## config.mk

```make
export PLATFORM = sky130hd
export DESIGN_NAME = ex_result_stage_flat
export DESIGN_NICKNAME = d
export VERILOG_FILES = /design/src/rtl/alu_pkg.sv /design/src/rtl/ex_result_stage_if.sv /design/src/rtl/ex_result_stage_fifo.sv /design/src/rtl/ex_result_stage.sv /design/src/flat_wrapper.sv
export SDC_FILE = /design/constraint.sdc
export NUM_CORES = 1
export LEC_CHECK = 0
export BUFFER_PORTS_ARGS = -buffer_cell sky130_fd_sc_hd__buf_2
export CORE_MARGIN = 3
export CORE_UTILIZATION = 54
export DETAILED_ROUTE_END_ITERATION = 12
export HOLD_SLACK_MARGIN = 0.1
export PLACE_DENSITY_LB_ADDON = 0.15
export SLEW_MARGIN = 20
export SYNTH_ARGS = -nofsm -noshare
export SYNTH_HDL_FRONTEND = slang
export SYNTH_SLANG_ARGS = --single-unit
```

## constraint.sdc

```tcl
create_clock -name clk -period 5.1 [get_ports clk]
set_input_delay 0 -clock clk [delete_from_list [all_inputs] [get_ports clk]]
set_output_delay 0 -clock clk [all_outputs]
set_load 0.01 [all_outputs]
```

## src/rtl/alu_pkg.sv

```systemverilog
// Shared types for the integer execute path: ALU opcodes, the NZCV flag
// layout and the branch condition codes with their evaluation rule.
package alu_pkg;

  localparam int FLAGS_W = 4;
  localparam int COND_W  = 3;

  typedef enum logic [2:0] {
    OP_ADD = 3'd0,
    OP_SUB = 3'd1,
    OP_AND = 3'd2,
    OP_SLL = 3'd3,
    OP_SRL = 3'd4
  } alu_op_e;

  // Field order matches the in_flags bus: bit3=N ... bit0=V.
  typedef struct packed {
    logic n;
    logic z;
    logic c;
    logic v;
  } flags_t;

  typedef enum logic [COND_W-1:0] {
    COND_AL = 3'b000,
    COND_EQ = 3'b001,
    COND_NE = 3'b010,
    COND_LT = 3'b011,
    COND_GE = 3'b100,
    COND_CS = 3'b101,
    COND_CC = 3'b110,
    COND_NV = 3'b111
  } cond_e;

  function automatic logic cond_true(input cond_e cond, input flags_t f);
    logic taken;
    taken = 1'b0;
    case (cond)
      COND_AL: taken = 1'b1;
      COND_EQ: taken = f.z;
      COND_NE: taken = !f.z;
      COND_LT: taken = f.n ^ f.v;
      COND_GE: taken = !(f.n ^ f.v);
      COND_CS: taken = f.c;
      COND_CC: taken = !f.c;
      COND_NV: taken = 1'b0;
    endcase
    return taken;
  endfunction

endpackage

```

## src/rtl/ex_result_stage_if.sv

```systemverilog
// Upstream (ALU issue) and downstream (writeback) handshake bundle of the
// execute result stage. The stage itself uses the slave view.
interface ex_result_stage_if #(
  parameter int DATA_W = 32,
  parameter int RD_W   = 5
);
  import alu_pkg::*;

  logic                in_valid;
  logic                in_ready;
  logic [DATA_W-1:0]   in_result;
  logic [FLAGS_W-1:0]  in_flags;
  logic                in_set_flags;
  logic                in_wr_en;
  logic [RD_W-1:0]     in_rd;
  logic                in_is_branch;
  logic [COND_W-1:0]   in_cond;
  logic [DATA_W-1:0]   in_target;

  logic                out_valid;
  logic                out_ready;
  logic [DATA_W-1:0]   out_result;
  logic                out_wr_en;
  logic [RD_W-1:0]     out_rd;

  modport slave (
    input  in_valid, in_result, in_flags, in_set_flags, in_wr_en, in_rd,
           in_is_branch, in_cond, in_target, out_ready,
    output in_ready, out_valid, out_result, out_wr_en, out_rd
  );

  modport master (
    output in_valid, in_result, in_flags, in_set_flags, in_wr_en, in_rd,
           in_is_branch, in_cond, in_target, out_ready,
    input  in_ready, out_valid, out_result, out_wr_en, out_rd
  );

endinterface

```

## src/rtl/ex_result_stage_fifo.sv

```systemverilog
// Writeback buffer: DEPTH entries of {result, wr_en, rd} with wrapping
// pointers, an occupancy counter and a synchronous flush.
module stage_fifo #(
  parameter int DEPTH  = 2,
  parameter int DATA_W = 32,
  parameter int RD_W   = 5
) (
  input  logic              clk,
  input  logic              rst_n,
  input  logic              flush,
  input  logic              push,
  input  logic              pop,
  input  logic [DATA_W-1:0] push_result,
  input  logic              push_wr_en,
  input  logic [RD_W-1:0]   push_rd,
  output logic [DATA_W-1:0] head_result,
  output logic              head_wr_en,
  output logic [RD_W-1:0]   head_rd,
  output logic              full,
  output logic              empty
);

  localparam int PTR_W = $clog2(DEPTH);
  localparam int CNT_W = PTR_W + 1;

  logic [DATA_W-1:0] result_mem [DEPTH];
  logic              wr_en_mem  [DEPTH];
  logic [RD_W-1:0]   rd_mem     [DEPTH];

  logic [PTR_W-1:0]  wr_ptr;
  logic [PTR_W-1:0]  rd_ptr;
  logic [CNT_W-1:0]  count;
  logic              do_push;
  logic              do_pop;

  // Flush wins over both sides of the handshake in the same cycle.
  assign do_push = push && !flush;
  assign do_pop  = pop && !flush;

  always_ff @(posedge clk or negedge rst_n) begin
    if (!rst_n) begin
      wr_ptr <= '0;
      rd_ptr <= '0;
      count  <= '0;
    end else if (flush) begin
      wr_ptr <= '0;
      rd_ptr <= '0;
      count  <= '0;
    end else begin
      if (do_push) wr_ptr <= wr_ptr + PTR_W'(1);
      if (do_pop)  rd_ptr <= rd_ptr + PTR_W'(1);
      case ({do_push, do_pop})
        2'b10:   count <= count + CNT_W'(1);
        2'b01:   count <= count - CNT_W'(1);
        default: count <= count;
      endcase
    end
  end

  // Storage is cleared on reset so the head outputs read zero out of reset.
  always_ff @(posedge clk or negedge rst_n) begin
    if (!rst_n) begin
      for (int i = 0; i < DEPTH; i++) begin
        result_mem[i] <= '0;
        wr_en_mem[i]  <= 1'b0;
        rd_mem[i]     <= '0;
      end
    end else if (do_push) begin
      result_mem[wr_ptr] <= push_result;
      wr_en_mem[wr_ptr]  <= push_wr_en;
      rd_mem[wr_ptr]     <= push_rd;
    end
  end

  assign head_result = result_mem[rd_ptr];
  assign head_wr_en  = wr_en_mem[rd_ptr];
  assign head_rd     = rd_mem[rd_ptr];

  assign full  = (count == CNT_W'(DEPTH));
  assign empty = (count == '0);

  a_no_push_full: assert property (@(posedge clk) disable iff (!rst_n)
                                   !(push && full));
  a_no_pop_empty: assert property (@(posedge clk) disable iff (!rst_n)
                                   !(pop && empty));

endmodule

```

## src/rtl/ex_result_stage.sv

```systemverilog
// Execute result stage: owns the NZCV register, resolves conditional branches
// against it and buffers completed operations for register writeback.
module ex_result_stage
  import alu_pkg::*;
#(
  parameter int DEPTH  = 2,
  parameter int DATA_W = 32,
  parameter int RD_W   = 5
) (
  input  logic              clk,
  input  logic              rst_n,
  input  logic              flush,
  ex_result_stage_if.slave  bus,
  output flags_t            flags_q,
  output logic              redirect_valid,
  output logic [DATA_W-1:0] redirect_pc
);

  logic push;
  logic pop;
  logic full;
  logic empty;
  logic branch_taken;

  assign push = bus.in_valid && bus.in_ready;
  assign pop  = bus.out_valid && bus.out_ready;

  // in_ready depends only on the occupancy register, never on out_ready.
  assign bus.in_ready  = !full;
  assign bus.out_valid = !empty;

  stage_fifo #(
    .DEPTH  (DEPTH),
    .DATA_W (DATA_W),
    .RD_W   (RD_W)
  ) u_fifo (
    .clk         (clk),
    .rst_n       (rst_n),
    .flush       (flush),
    .push        (push),
    .pop         (pop),
    .push_result (bus.in_result),
    .push_wr_en  (bus.in_wr_en),
    .push_rd     (bus.in_rd),
    .head_result (bus.out_result),
    .head_wr_en  (bus.out_wr_en),
    .head_rd     (bus.out_rd),
    .full        (full),
    .empty       (empty)
  );

  // Branches see flags_q from before this edge, never their own flag update.
  assign branch_taken = push && bus.in_is_branch &&
                        cond_true(cond_e'(bus.in_cond), flags_q);

  always_ff @(posedge clk or negedge rst_n) begin
    if (!rst_n) begin
      flags_q <= '0;
    end else if (push && bus.in_set_flags) begin
      flags_q <= flags_t'(bus.in_flags);
    end
  end

  always_ff @(posedge clk or negedge rst_n) begin
    if (!rst_n) begin
      redirect_valid <= 1'b0;
      redirect_pc    <= '0;
    end else begin
      redirect_valid <= branch_taken;
      if (branch_taken) redirect_pc <= bus.in_target;
    end
  end

endmodule

```

## src/flat_wrapper.sv

```systemverilog
// flat-port wrapper written by rule: the top's interface ports become plain ports
module ex_result_stage_flat import alu_pkg::*;
#(
  parameter int DEPTH  = 2,
  parameter int DATA_W = 32,
  parameter int RD_W   = 5
)
  (clk, rst_n, flush, flags_q, redirect_valid, redirect_pc, bus_in_valid, bus_in_result, bus_in_flags, bus_in_set_flags, bus_in_wr_en, bus_in_rd, bus_in_is_branch, bus_in_cond, bus_in_target, bus_out_ready, bus_in_ready, bus_out_valid, bus_out_result, bus_out_wr_en, bus_out_rd);
  ex_result_stage_if #(.DATA_W(DATA_W), .RD_W(RD_W)) bus_i ();
  input  logic clk;
  input  logic rst_n;
  input  logic flush;
  output flags_t flags_q;
  output logic redirect_valid;
  output logic [DATA_W-1:0] redirect_pc;
  input wire logic [$bits(bus_i.in_valid)-1:0] bus_in_valid;
  input wire logic [$bits(bus_i.in_result)-1:0] bus_in_result;
  input wire logic [$bits(bus_i.in_flags)-1:0] bus_in_flags;
  input wire logic [$bits(bus_i.in_set_flags)-1:0] bus_in_set_flags;
  input wire logic [$bits(bus_i.in_wr_en)-1:0] bus_in_wr_en;
  input wire logic [$bits(bus_i.in_rd)-1:0] bus_in_rd;
  input wire logic [$bits(bus_i.in_is_branch)-1:0] bus_in_is_branch;
  input wire logic [$bits(bus_i.in_cond)-1:0] bus_in_cond;
  input wire logic [$bits(bus_i.in_target)-1:0] bus_in_target;
  input wire logic [$bits(bus_i.out_ready)-1:0] bus_out_ready;
  output wire logic [$bits(bus_i.in_ready)-1:0] bus_in_ready;
  output wire logic [$bits(bus_i.out_valid)-1:0] bus_out_valid;
  output wire logic [$bits(bus_i.out_result)-1:0] bus_out_result;
  output wire logic [$bits(bus_i.out_wr_en)-1:0] bus_out_wr_en;
  output wire logic [$bits(bus_i.out_rd)-1:0] bus_out_rd;
  assign bus_i.in_valid = bus_in_valid;
  assign bus_i.in_result = bus_in_result;
  assign bus_i.in_flags = bus_in_flags;
  assign bus_i.in_set_flags = bus_in_set_flags;
  assign bus_i.in_wr_en = bus_in_wr_en;
  assign bus_i.in_rd = bus_in_rd;
  assign bus_i.in_is_branch = bus_in_is_branch;
  assign bus_i.in_cond = bus_in_cond;
  assign bus_i.in_target = bus_in_target;
  assign bus_i.out_ready = bus_out_ready;
  assign bus_in_ready = bus_i.in_ready;
  assign bus_out_valid = bus_i.out_valid;
  assign bus_out_result = bus_i.out_result;
  assign bus_out_wr_en = bus_i.out_wr_en;
  assign bus_out_rd = bus_i.out_rd;
  ex_result_stage #(.DEPTH(DEPTH), .DATA_W(DATA_W), .RD_W(RD_W)) u_core (.clk(clk), .rst_n(rst_n), .flush(flush), .bus(bus_i), .flags_q(flags_q), .redirect_valid(redirect_valid), .redirect_pc(redirect_pc));
endmodule
```

== After elaboration in Yosys (flattened, before gate mapping) ==
Index checks and enable logic that the tools add are counted.
W data, S select, Z words.

* Register bits after elaboration: 117
* Latch bits: 0
* RAM bits: 0
* Bits in read-only memories: 0
* Input bits: 84
* Output and inout port bits: 77
* Logic and storage cells: 79
* Memories: 0

* Add/subtract/negate cells: 4
* Multiply operators: 0
* Divide/modulo/power cells: 0
* Magnitude comparators: 3
* Equal/unequal tests: 10
* Shifts and indexed selects: 0
* Mux-type cells: 25
* Bitwise gates (word level): 3
* Reduce and logical (&&, ||, !) cells: 19

{| class="wikitable"
|+ Operators with widths
! operator !! number
|-
| $mux W32 || 4
|-
| $bwmux W64 || 1
|-
| $demux W32 S1 || 1
|-
| $mux W5 || 4
|-
| $eq A3 B3 Y1 const B || 4
|-
| $bwmux W10 || 1
|-
| $logic_and A1 B1 Y1 || 8
|-
| $mux W1 || 8
|-
| $pmux W1 S8 || 1
|-
| $eq A3 B2 Y1 const B || 2
|-
| $logic_not A1 Y1 || 6
|-
| $demux W5 S1 || 1
|-
| $eq A2 B2 Y1 const B || 2
|-
| $ge A2 B2 Y1 const B || 2
|-
| $not A1 Y2 || 2
|-
| $pmux W2 S2 || 1
|-
| $reduce_bool A2 Y1 || 2
|-
| $eq A3 B1 Y1 const B || 1
|-
| $logic_not A3 Y1 || 1
|-
| $reduce_bool A3 Y1 || 1
|-
| $add A1 B1 Y1 const B || 2
|-
| $add A2 B1 Y2 const B || 1
|-
| $bwmux W2 || 1
|-
| $eq A2 B1 Y1 const B || 1
|-
| 6 further kinds || 6
|}

== Depth between registers and ports, before layout ==
Gate-level depths: netlist (run 1).

* Word-level depth: 7
* Mapped depth: 7
* Mapped depth without buffers: 5

== By module ==
Synthesis (run 1) repeated with hierarchy kept, for this count alone.

* Cells, all modules: 311
* Area total of the unflattened synthesis: 5228.8 um^2

{| class="wikitable"
|+ Modules (own cells, without submodules)
! module !! times used !! cells each !! area each (um^2) !! seq. area each (um^2)
|-
| stage_fifo || 1 || 222 || 3659.8 || 2001.9
|-
| ex_result_stage || 1 || 89 || 1569.0 || 925.9
|}

== Least setup slack after synthesis (run 1) ==
No wires, ideal clock.

* Path type: register to register
* Start: reg, netlist name u_core.flags_q[0]
* End: reg u_core.redirect_pc[10]
* Setup time: 125 ps
* Arrival: 1814 ps
* Setup slack: 3161 ps
* Stages on the path, launching flop included: 6
* Path buffers: 1
* Period minus slack after synthesis: 1939 ps
* Cell sequence: dfrtp_1 > xor2_1 > a221o_1 > a211oi_4 > buf_6 > mux2_2

* Longest elaborated chain between the ends: 4

{| class="wikitable"
|+ RTL lines
! item !! line !! source
|-
| $xor A1 B1 Y1 * || alu_pkg.sv:42, alu_pkg.sv:43 ||
|-
| $logic_not A1 Y1 || alu_pkg.sv:43 || <nowiki>COND_GE: taken = !(f.n ^ f.v);</nowiki>
|-
| $pmux W1 S8 * || alu_pkg.sv:38 || <nowiki>case (cond)</nowiki>
|-
| $logic_and A1 B1 Y1 * || ex_result_stage.sv:53 || <nowiki>assign branch_taken = push && bus.in_is_branch &&</nowiki>
|-
| to (signal assigned) || ex_result_stage.sv:70 || <nowiki>if (branch_taken) redirect_pc <= bus.in_target;</nowiki>
|-
| to (decl) || ex_result_stage.sv:16 || <nowiki>output logic [DATA_W-1:0] redirect_pc</nowiki>
|}

Mark *: on every way between the ends. The rest lies on a longest branch, timed or not.
A chain may end at the register's enable or synchronous reset.

== Final worst setup path (run 1) ==
* Start: reg, netlist name u_core.flags_q[0]
* End: reg u_core.redirect_pc[5]

* Longest elaborated chain between the ends: 4

{| class="wikitable"
|+ RTL lines
! item !! line
|-
| $xor A1 B1 Y1 * || alu_pkg.sv:42, alu_pkg.sv:43
|-
| $logic_not A1 Y1 || alu_pkg.sv:43
|-
| $pmux W1 S8 * || alu_pkg.sv:38
|-
| $logic_and A1 B1 Y1 * || ex_result_stage.sv:53
|}

Marked as above.

==> flow_metrics.py, run 1 <==
metrics = {
    "sta": {
        "final-max-slew-violation-count": 0,
        "grt_setup_unrepaired": "no",
        "setup_violations": 0,
        "period_share": 0.514,
        "tightest_slew_ns": 0.993,
        "slew_headroom": 0.338,
        "skew_ns": 0.00443,
        "fmax_mhz": 381,
        "period_needed_ns": 2.62,
        "fin_setup_tns_ns": 0,
        "hold_violations": 0,
    },
    "floorplanning": {
        "std_cell_rows": 34,
        "die_y_um": 101,
        "fp.coreArea_mm2": 0.00876,
        "die-area_mm2": 0.0103,
        "die_x_um": 101,
        "start_util": 0.560,
        "io_pins": 161,
    },
    "route": {
        "viasPerCell": 5.19,
        "drt_first_iter_violations": 70,
        "wirelength_mm": 11.6,
        "routedWlPerCell_um": 16.8,
        "vias": 3572,
        "drcViolationCount": 0,
        "firstDrtPassIters": 4,
        "postRouteAntennaNets": 0,
    },
    "synth": {
        "yosysTopAreaCell": "dfrtp_1",
        "ys.flop_type": "dfrtp_1",
        "ys_ff_latch": 117,
        "seq_area_frac_synth": 0.597,
        "syn_nets": 397,
        "ys_async_sr_fraction": 1.00,
        "syn_inst": 313,
        "synth-edff-count": 0,
        "syn_avg_cell_area_um2": 15.7,
        "yosysTopAreaCellShare": 0.597,
        "yosysWarnings": 0,
        "ys_top_cells_by_area": "dfrtp_1 60%, mux2_2 34%, buf_6 0.69%, buf_2 0.61%, xor2_1 0.54%",
        "syn_area_mm2": 0.00491,
        "yosysUniqueCellTypes": 25,
    },
    "worst_setup_path": {
        "worstSetupStartpointType": "flop",
        "cp.arrival_ns": 3.00,
        "slowest_stage": "dlygate4sd3_1",
        "crit_fanout": 33,
        "cp.required_ns": 5.48,
        "worstPathCellList": "xor2_1, a221o_1, a211oi_4, dlygate4sd3_1, buf_4, mux2_2",
        "max_stage_delay_ns": 0.57,
        "critical_path_class": "flop to flop",
        "cp-end-kind": "flop",
    },
    "power": {
        "power.density_mw_per_mm2": 460,
        "intPower_w": 0.00251,
        "switching_power_w": 0.000849,
        "power_frac_clock": 0.375,
        "switching_share": 0.253,
        "power_leakage_nw": 3.40,
        "sequentialPowerShare": 0.394,
        "ir_drop_uv": 320,
        "pwr-share-comb": 0.231,
    },
    "run_status": {
        "status": "completed",
    },
    "cells_and_area": {
        "final_cell_area_mm2": 0.00729,
        "drive_gt1_frac": 0.595,
        "antennaDiodeCount": 0,
        "syn2layout_area_growth_pct": 48.7,
        "nets": 651,
        "final_common_cell": "buf_2",
        "mostFrequentLayoutCells": "159 x buf_2, 149 x mux2_2, 116 x dfrtp_1, 85 x dlygate4sd3_1, 16 x clkbuf_16",
        "fin_cells": 688,
    },
    "cts": {
        "cts-root-buf": "clkbuf_8",
        "htreeDepth": 4,
        "postCtsSetupRepairBufs": 0,
        "clockBufferDepth": 2,
        "cts_tree": "yes",
        "cts_made_buffers": 17,
        "cts_sinks": 117,
        "worstSkewPairLatency_ns": 0.50,
        "cts.clk_slew.worst_paths_ns": 0.05,
    },
    "flow_run": {
        "cap_violations": 0,
    },
    "global_route": {
        "grt_pass1_vias": 3975,
        "grt_pass1_wl_mm": 18.7,
        "track_usage": 0.237,
        "overflow": 0,
        "antenna_found_initial": 0,
        "grt_max_degree": 81,
    },
    "placed_design": {
        "dp.cells": 570,
        "io_buffers": 160,
        "dp_hpwl_mm": 6.97,
        "gp_congestion": 0.736,
        "place_area_mm2": 0.00579,
    },
    "hold_path": {
        "hold_class": "input pin to flop",
    },
}
-- layout make-up --
cell class	instances	area [um^2]
Fill cell	475	1470
Multi-Input combinational cell	178	1880
Clock buffer	24	460
Tap cell	108	135
Clock inverter	8	171
Inverter	2	7.51
Sequential cell	117	2930
Timing Repair Buffer	251	1710
-- registers in the layout, indices dropped and copies added, names as in the netlist --
signal                    flops
u_core.u_fifo.wr_en_mem       2
u_core.u_fifo.wr_ptr          1
u_core.flags_q                4
u_core.u_fifo.count           2
u_core.u_fifo.rd_mem         10
u_core.u_fifo.result_mem     64
u_core.redirect_valid         1
u_core.u_fifo.rd_ptr          1
u_core.redirect_pc           32
-- Yosys cell counts, types with 2 or more instances --
library cell  count
nor2_1            6
nand2_1           2
clkbuf_1          5
buf_6             3
xor2_1            3
nand2b_1          2
buf_2             6
inv_1             2
a21oi_1           2
buf_4             2
mux2_2          149
nand3_1           2
dfrtp_1         117
-- power by group through the flow --
stage	registers, W	logic, W	clock network [W]
2_1_floorplan	0.00133	0.000413	0
3_3_place_gp	0.00131	0.000687	0
3_5_place_dp	0.00133	0.000709	0
4_1_cts	0.00132	0.000774	0.00128
5_1_grt	0.00135	0.000834	0.00132
6_report	0.00132	0.000773	0.00126
-- kinds of logic (layout without fill, tap and decap cells) --
group | count (synthesis) | count (layout) | synth area share
compound gates | 8 | 8 | 0.0138
buf+inv | 18 | 285 | 0.0214
flops | 117 | 117 | 0.597
mux | 151 | 151 | 0.346
xor+xnor | 3 | 3 | 0.00536
simple gates | 16 | 16 | 0.0163
-- routing by layer --
metal | vias up | track usage | wire length, um
met5 | - | 0 | 0
met4 | 0 | 0.0951 | 295
met3 | 25 | 0.0702 | 625
met2 | 105 | 0.434 | 6380
met1 | 1807 | 0.256 | 4290
li1 | 1635 | - | -
-- worst max-delay path, delay by kind of cell (launching register included) --
family	cells	cell delay [ns]
muxes	1	0.41
DFF	1	0.40
buffers and inverters	2	0.95
AOI/OAI and AO/OA	2	0.56
xor gates and xnor gates	1	0.18
-- through the flow --
stage / hold WS (ns) / utilization / worst slack, ns / power, W
after CTS: 0.245 / 0.832 / 2.49 / 0.00337
final: 0.261 / 0.832 / 2.48 / 0.00335
after global placement: -0.0177 / 0.661 / 3.04 / 0.00200
after floorplan: -0.296 / - / 3.16 / 0.00174
after global routing: 0.251 / 0.832 / 2.38 / 0.00351
after detailed placement: -0.0137 / 0.661 / 2.92 / 0.00204
-- what timing repair did --
item / CTS / global route
endpoints found under the hold margin: 154 / 0
resized for setup: 0 / 0
hold buffers: 86 / 0
-- final timing paths --
path,from,endpoint,slack [ns],cells past startpoint
max in group asynchronous,rst_n,u_core.u_fifo.rd_ptr$_DFFE_PN0P_,3.53,4
max reg2reg,u_core.flags_q[0]$_DFFE_PN0P_,u_core.redirect_pc[5]$_DFFE_PN0P_,2.48,6
min,bus_in_target[4],u_core.redirect_pc[4]$_DFFE_PN0P_,0.26,3
max,u_core.flags_q[0]$_DFFE_PN0P_,u_core.redirect_pc[5]$_DFFE_PN0P_,2.48,6
min in group asynchronous,rst_n,u_core.redirect_pc[4]$_DFFE_PN0P_,0.55,4
min reg2reg,u_core.redirect_pc[2]$_DFFE_PN0P_,u_core.redirect_pc[2]$_DFFE_PN0P_,0.50,1
Note: power is estimated with default switching activity, not from simulation.
==> run 2, diff against run 1 <==
--- a/config.mk
+++ b/config.mk
@@ -5,9 +5,10 @@
 export SDC_FILE = /design/constraint.sdc
 export NUM_CORES = 1
 export LEC_CHECK = 0
+export ABC_AREA = 1
 export BUFFER_PORTS_ARGS = -buffer_cell sky130_fd_sc_hd__buf_2
 export CORE_MARGIN = 3
-export CORE_UTILIZATION = 54
+export CORE_UTILIZATION = 46
 export DETAILED_ROUTE_END_ITERATION = 12
 export HOLD_SLACK_MARGIN = 0.1
 export PLACE_DENSITY_LB_ADDON = 0.15
==> constraint.sdc (replaced) <==
create_clock -name clk -period 2.3 [get_ports clk]
set_input_delay 0 -clock clk [delete_from_list [all_inputs] [get_ports clk]]
set_output_delay 0 -clock clk [all_outputs]
set_load 0.01 [all_outputs]
==> flow_metrics.py, run 2 <==
metrics = {
    "worst_setup_path": {
        "crit_fanout": 7,
        "critical_path_class": "flop to flop",
        "cp-end-kind": "flop",
        "worstSetupStartpointType": "flop",
        "cp.arrival_ns": 2.53,
        "cp.required_ns": 2.64,
        "ff2ff_path_depth": 9,
    },
    "cts": {
        "htreeDepth": 4,
        "cts_sinks": 117,
        "cts_tree": "yes",
        "worstSkewPairLatency_ns": 0.40,
        "cts.clk_slew.worst_paths_ns": 0.05,
        "clockBufferDepth": 2,
        "cts_made_buffers": 17,
        "cts-root-buf": "clkbuf_16",
    },
    "cells_and_area": {
        "final_common_cell": "nand2_1",
        "syn2layout_area_growth_pct": 46.0,
        "largest_register_ffs": 64,
        "mostFrequentLayoutCells": "276 x nand2_1, 159 x buf_2, 117 x dfrtp_1, 97 x dlygate4sd3_1, 51 x inv_1",
        "nets": 957,
        "regMostFlops": "u_core.u_fifo.result_mem",
        "drive_gt1_frac": 0.251,
        "n_fill_cell": 856,
        "antennaDiodeCount": 0,
        "largestRegisters": "u_core.u_fifo.result_mem (64), u_core.redirect_pc (32), u_core.u_fifo.rd_mem (10)",
        "final_util": 0.696,
    },
    "hold_path": {
        "hold_class": "input pin to async pin",
    },
    "floorplanning": {
        "die_x_um": 113,
        "io_pins": 161,
        "die_y_um": 113,
        "die-area_mm2": 0.0127,
        "std_cell_rows": 38,
        "start_util": 0.477,
        "fp.coreArea_mm2": 0.0110,
    },
    "synth": {
        "netlist_top_cells_count": "277 x nand2_1, 117 x dfrtp_1, 51 x inv_1",
        "syn_nets": 706,
        "yosysTopAreaCellShare": 0.559,
        "syn_avg_cell_area_um2": 8.42,
        "synth-edff-count": 0,
        "yosysUniqueCellTypes": 23,
        "syn_inst": 622,
        "yosysTopAreaCell": "dfrtp_1",
        "ys_async_sr_fraction": 1.00,
        "seq_area_frac_synth": 0.559,
        "yosysMostFrequentCell": "nand2_1",
        "ys_top_cells_by_area": "dfrtp_1 56%, nand2_1 20%, nand4_1 3.9%, inv_1 3.7%, o21ai_1 3.6%",
        "ys.flop_type": "dfrtp_1",
        "yosysWarnings": 0,
        "syn_area_mm2": 0.00524,
        "ys_ff_latch": 117,
    },
    "route": {
        "firstDrtPassIters": 5,
        "drcViolationCount": 0,
        "wirelength_mm": 14.1,
        "vias": 5002,
        "postRouteAntennaNets": 0,
        "routedWlPerCell_um": 13.7,
        "viasPerCell": 4.88,
        "drt_first_iter_violations": 413,
    },
    "sta": {
        "period_needed_ns": 2.19,
        "tightest_slew_ns": 0.643,
        "period_share": 0.952,
        "fin_setup_tns_ns": 0,
        "slew_headroom": 0.572,
        "fmax_mhz": 457,
        "hold_violations": 0,
        "skew_ns": 0.00822,
        "grt_setup_unrepaired": "no",
        "setup_violations": 0,
        "final-max-slew-violation-count": 0,
    },
    "global_route": {
        "antenna_found_initial": 0,
        "overflow": 0,
        "track_usage": 0.225,
        "grt_max_degree": 49,
        "grt_pass1_vias": 5008,
        "grt_pass1_wl_mm": 23.3,
    },
    "placed_design": {
        "gp_congestion": 0.795,
        "io_buffers": 160,
        "dp_hpwl_mm": 8.61,
    },
    "power": {
        "p_total_w": 0.00808,
        "power.density_mw_per_mm2": 1060,
        "ir_drop_uv": 658,
        "power_frac_clock": 0.302,
        "sequentialPowerShare": 0.400,
        "intPower_w": 0.00544,
        "switching_share": 0.327,
        "pwr-share-comb": 0.298,
        "switching_power_w": 0.00264,
        "power_leakage_nw": 4.17,
    },
    "run_status": {
        "status": "completed",
    },
    "flow_run": {
        "cap_violations": 0,
    },
}
[run 2: power groups by stage]
| stage | sequential (W) | combinational [W] | clock (W) |
|---|---|---|---|
| global placement | 0.00321 | 0.00217 | 0 |
| finish | 0.00323 | 0.00241 | 0.00244 |
| CTS | 0.00322 | 0.00240 | 0.00249 |
| global route | 0.00332 | 0.00270 | 0.00260 |
| floorplan | 0.00326 | 0.00132 | 0 |
| detailed placement | 0.00324 | 0.00224 | 0 |
[run 2: repair_timing]
item / in CTS / in global routing
gates resized for setup: 0 / 6
setup buffers: 0 / 1
endpoints found under the setup margin: 0 / 4
hold buffers: 98 / 0
hold endpoints to repair: 195 / 0
[run 2: path summary, 6_finish.rpt]
| kind | startpoint | to | slack [ns] |
|---|---|---|---|
| setup / recovery | u_core.u_fifo.count[0]$_DFFE_PN0P_ | u_core.flags_q[2]$_DFFE_PN0P_ | 0.11 |
| hold / removal | rst_n | u_core.u_fifo.result_mem[46]$_DFFE_PN0P_ | 0.16 |
| setup reg to reg | u_core.u_fifo.count[0]$_DFFE_PN0P_ | u_core.flags_q[2]$_DFFE_PN0P_ | 0.11 |
| hold reg to reg | u_core.redirect_pc[14]$_DFFE_PN0P_ | u_core.redirect_pc[14]$_DFFE_PN0P_ | 0.46 |
| max in group asynchronous | rst_n | u_core.u_fifo.rd_mem[7]$_DFFE_PN0P_ | 1.29 |
| min in group clk | bus_in_is_branch | u_core.redirect_pc[0]$_DFFE_PN0P_ | 0.28 |
[run 2: per-stage QoR]
step / cells / instance area, um^2 / hold slack, ns / worst slack [ns]
final: 1026 / 7650 / 0.165 / 0.110
after global routing: 1026 / 7650 / 0.202 / 0.00723
after CTS: 1026 / 7630 / 0.169 / 0.0593
after detailed placement: 896 / 6080 / 0.0524 / 0.573
after global placement: 896 / 6080 / 0.0527 / 0.629
after floorplan: 622 / 5240 / -0.296 / 1.02
[run 2: worst max-delay path, stage by stage, from the launching register on]
cell and delay (ns):
dfrtp_1 0.41, inv_2 0.09, nand2_2 0.07, nand2_4 0.12, inv_6 0.06, nand2_4 0.09
nor2_1 0.04, dlygate4sd3_1 0.55, a21oi_1 0.13, dlygate4sd3_1 0.56
[run 2: layer usage]
metal / vias up / global-route usage / wire, um
li1: 2471 / - / -
met1: 2340 / 0.282 / 6000
met2: 159 / 0.378 / 7060
met3: 32 / 0.0524 / 677
met4: 0 / 0.0905 / 333
met5: - / 0 / 0
[run 2: cell families after synthesis]
group,Yosys count,synth area share
compound gates,85,0.0884
simple gates,331,0.267
buf+inv,89,0.0862
flops,117,0.559
[run 2: cell type report]
class | instances | area (um^2) | area share
Sequential cell | 117 | 2930 | 0.383
Clock buffer | 30 | 554 | 0.0725
Multi-Input combinational cell | 416 | 1880 | 0.246
Tap cell | 140 | 175 | 0.0229
Clock inverter | 2 | 10.0 | 0.00131
Inverter | 53 | 204 | 0.0267
Timing Repair Buffer | 268 | 1890 | 0.248
==> run 3, diff against run 2 <==
--- a/config.mk
+++ b/config.mk
@@ -8,7 +8,7 @@
 export ABC_AREA = 1
 export BUFFER_PORTS_ARGS = -buffer_cell sky130_fd_sc_hd__buf_2
 export CORE_MARGIN = 3
-export CORE_UTILIZATION = 46
+export CORE_UTILIZATION = 40
 export DETAILED_ROUTE_END_ITERATION = 12
 export HOLD_SLACK_MARGIN = 0.1
 export PLACE_DENSITY_LB_ADDON = 0.15
==> constraint.sdc (replaced) <==
create_clock -name clk -period 2 [get_ports clk]
set_input_delay 0 -clock clk [delete_from_list [all_inputs] [get_ports clk]]
set_output_delay 0 -clock clk [all_outputs]
set_load 0.01 [all_outputs]
==> flow_metrics.py, run 3 (synthesized netlist as in run 2, its figures left out) <==
metrics = {
    "sta": {
        "hold_violations": 0,
        "period_share": 0.862,
        "tightest_slew_ns": 0.465,
        "period_needed_ns": 1.72,
        "holdWs_ns": 0.0888,
        "slew_headroom": 0.690,
        "setup_violations": 0,
        "fin_setup_tns_ns": 0,
        "grt_setup_unrepaired": "no",
        "final-max-slew-violation-count": 0,
        "fmax_mhz": 580,
        "skew_ns": 0.00466,
    },
    "worst_setup_path": {
        "critPathTopFamily": "buffers and inverters",
        "cp-end-kind": "flop",
        "worstPathCellList": "inv_2, nand2_2, nand2_4, inv_6, nand2_1, nor2_1, dlygate4sd3_1, a21oi_1",
        "crit_buf_inv": 3,
        "r2r_slack_ns": 0.28,
        "worstSetupStartpointType": "flop",
        "path_depth": 8,
        "reg2reg_to": "u_core.flags_q[0]$_DFFE_PN0P_",
        "critPathCapture": "u_core.flags_q[0]$_DFFE_PN0P_",
        "slowest_stage": "dlygate4sd3_1",
        "critical_path_class": "flop to flop",
        "cp.required_ns": 2.33,
        "reg2reg_from": "u_core.u_fifo.count[0]$_DFFE_PN0P_",
        "cp.arrival_ns": 2.05,
        "ff2ff_path_depth": 8,
        "crit_start": "u_core.u_fifo.count[0]$_DFFE_PN0P_",
        "max_stage_delay_ns": 0.56,
        "crit_fanout": 7,
    },
    "power": {
        "power_leakage_nw": 4.16,
        "power.density_mw_per_mm2": 1250,
        "ir_drop_uv": 592,
    },
    "cts": {
        "cts_tree": "yes",
        "worstSkewPairLatency_ns": 0.40,
        "cts_resized": 0,
        "cts.clk_slew.worst_paths_ns": 0.05,
        "cts-root-buf": "clkbuf_16",
        "clockBufferDepth": 2,
        "postCtsSetupRepairBufs": 0,
        "htreeDepth": 4,
        "cts_sinks": 117,
        "cts-hold-fix-buffers": 83,
        "cts_made_buffers": 17,
    },
    "run_status": {
        "status": "completed",
    },
    "cells_and_area": {
        "nets": 945,
        "n_fill_cell": 1121,
        "final_util": 0.597,
        "largest_register_ffs": 64,
        "drive_gt1_frac": 0.253,
        "regMostFlops": "u_core.u_fifo.result_mem",
        "syn2layout_area_growth_pct": 45.0,
        "final_common_cell": "nand2_1",
        "final_cell_area_mm2": 0.00760,
        "antennaDiodeCount": 0,
        "mostFrequentLayoutCells": "277 x nand2_1, 159 x buf_2, 117 x dfrtp_1, 83 x dlygate4sd3_1, 51 x inv_1",
        "largestRegisters": "u_core.u_fifo.result_mem (64), u_core.redirect_pc (32), u_core.u_fifo.rd_mem (10)",
    },
    "global_route": {
        "grt_pass1_wl_mm": 23.1,
        "overflow": 0,
        "track_usage": 0.198,
        "grt_pass1_vias": 4965,
        "grt_max_degree": 59,
        "antenna_found_initial": 0,
    },
    "floorplanning": {
        "start_util": 0.412,
        "fp.coreArea_mm2": 0.0127,
        "die_x_um": 120,
        "die_y_um": 120,
        "die-area_mm2": 0.0145,
        "io_pins": 161,
        "std_cell_rows": 41,
    },
    "route": {
        "firstDrtPassIters": 5,
        "viasPerCell": 4.71,
        "postRouteAntennaNets": 0,
        "drt_first_iter_violations": 365,
        "drcViolationCount": 0,
        "routedWlPerCell_um": 13.2,
        "wirelength_mm": 13.8,
        "vias": 4920,
    },
    "hold_path": {
        "hold_class": "input pin to async pin",
    },
    "flow_run": {
        "cap_violations": 0,
    },
    "placed_design": {
        "dp_hpwl_mm": 8.66,
        "place_area_mm2": 0.00616,
        "gp_congestion": 0.780,
        "io_buffers": 160,
    },
}
-- run 3: area by class of cell --
type	instances	area (um^2)	area share
clock inverters	8	123	0.0161
clock buffers	23	488	0.0642
repair buffers	256	1780	0.234
well taps	172	215	0.0283
flip-flops and latches	117	2930	0.385
inverters	53	204	0.0268
multi-input cells	416	1860	0.245
-- run 3: worst reg2reg max path, delay by kind of cell, from the launching register on --
kind            cells  cell delay [ns]
compound gates      1             0.13
buf+inv             3             0.70
flops               1             0.39
simple gates        4             0.43
-- run 3: metal layers --
metal	global-route usage	up-vias	wire [um]
met5	0	-	0
met4	0.0850	0	278
met3	0.0533	27	839
met2	0.326	164	6660
met1	0.246	2283	6010
li1	-	2446	-
-- run 3: power breakdown --
group          internal, W  total [W]  switching [W]  leakage, nW
Clock              0.00208    0.00308        0.00101        0.291
Sequential         0.00322    0.00368       0.000456         1.46
Combinational      0.00115    0.00272        0.00157         2.41
Total              0.00645    0.00949        0.00303         4.16
-- run 3: worst min path at each step --
stage / start / depth (start not counted) / end
final: rst_n / 2 / u_core.u_fifo.result_mem[49]$_DFFE_PN0P_
after detailed placement: rst_n / 1 / u_core.u_fifo.result_mem[51]$_DFFE_PN0P_
after global placement: rst_n / 1 / u_core.u_fifo.result_mem[51]$_DFFE_PN0P_
after CTS: rst_n / 2 / u_core.u_fifo.result_mem[47]$_DFFE_PN0P_
after global routing: rst_n / 2 / u_core.u_fifo.result_mem[47]$_DFFE_PN0P_
after floorplan: rst_n / 0 / u_core.flags_q[0]$_DFFE_PN0P_
-- run 3: stage by stage --
stage               instances  worst slack (ns)  total power, W
floorplan                 622             0.715         0.00526
finish                   1045             0.275         0.00949
detailed placement        931             0.475         0.00631
CTS                      1045             0.281         0.00957
global route             1045             0.131          0.0102
global placement          931             0.536         0.00622
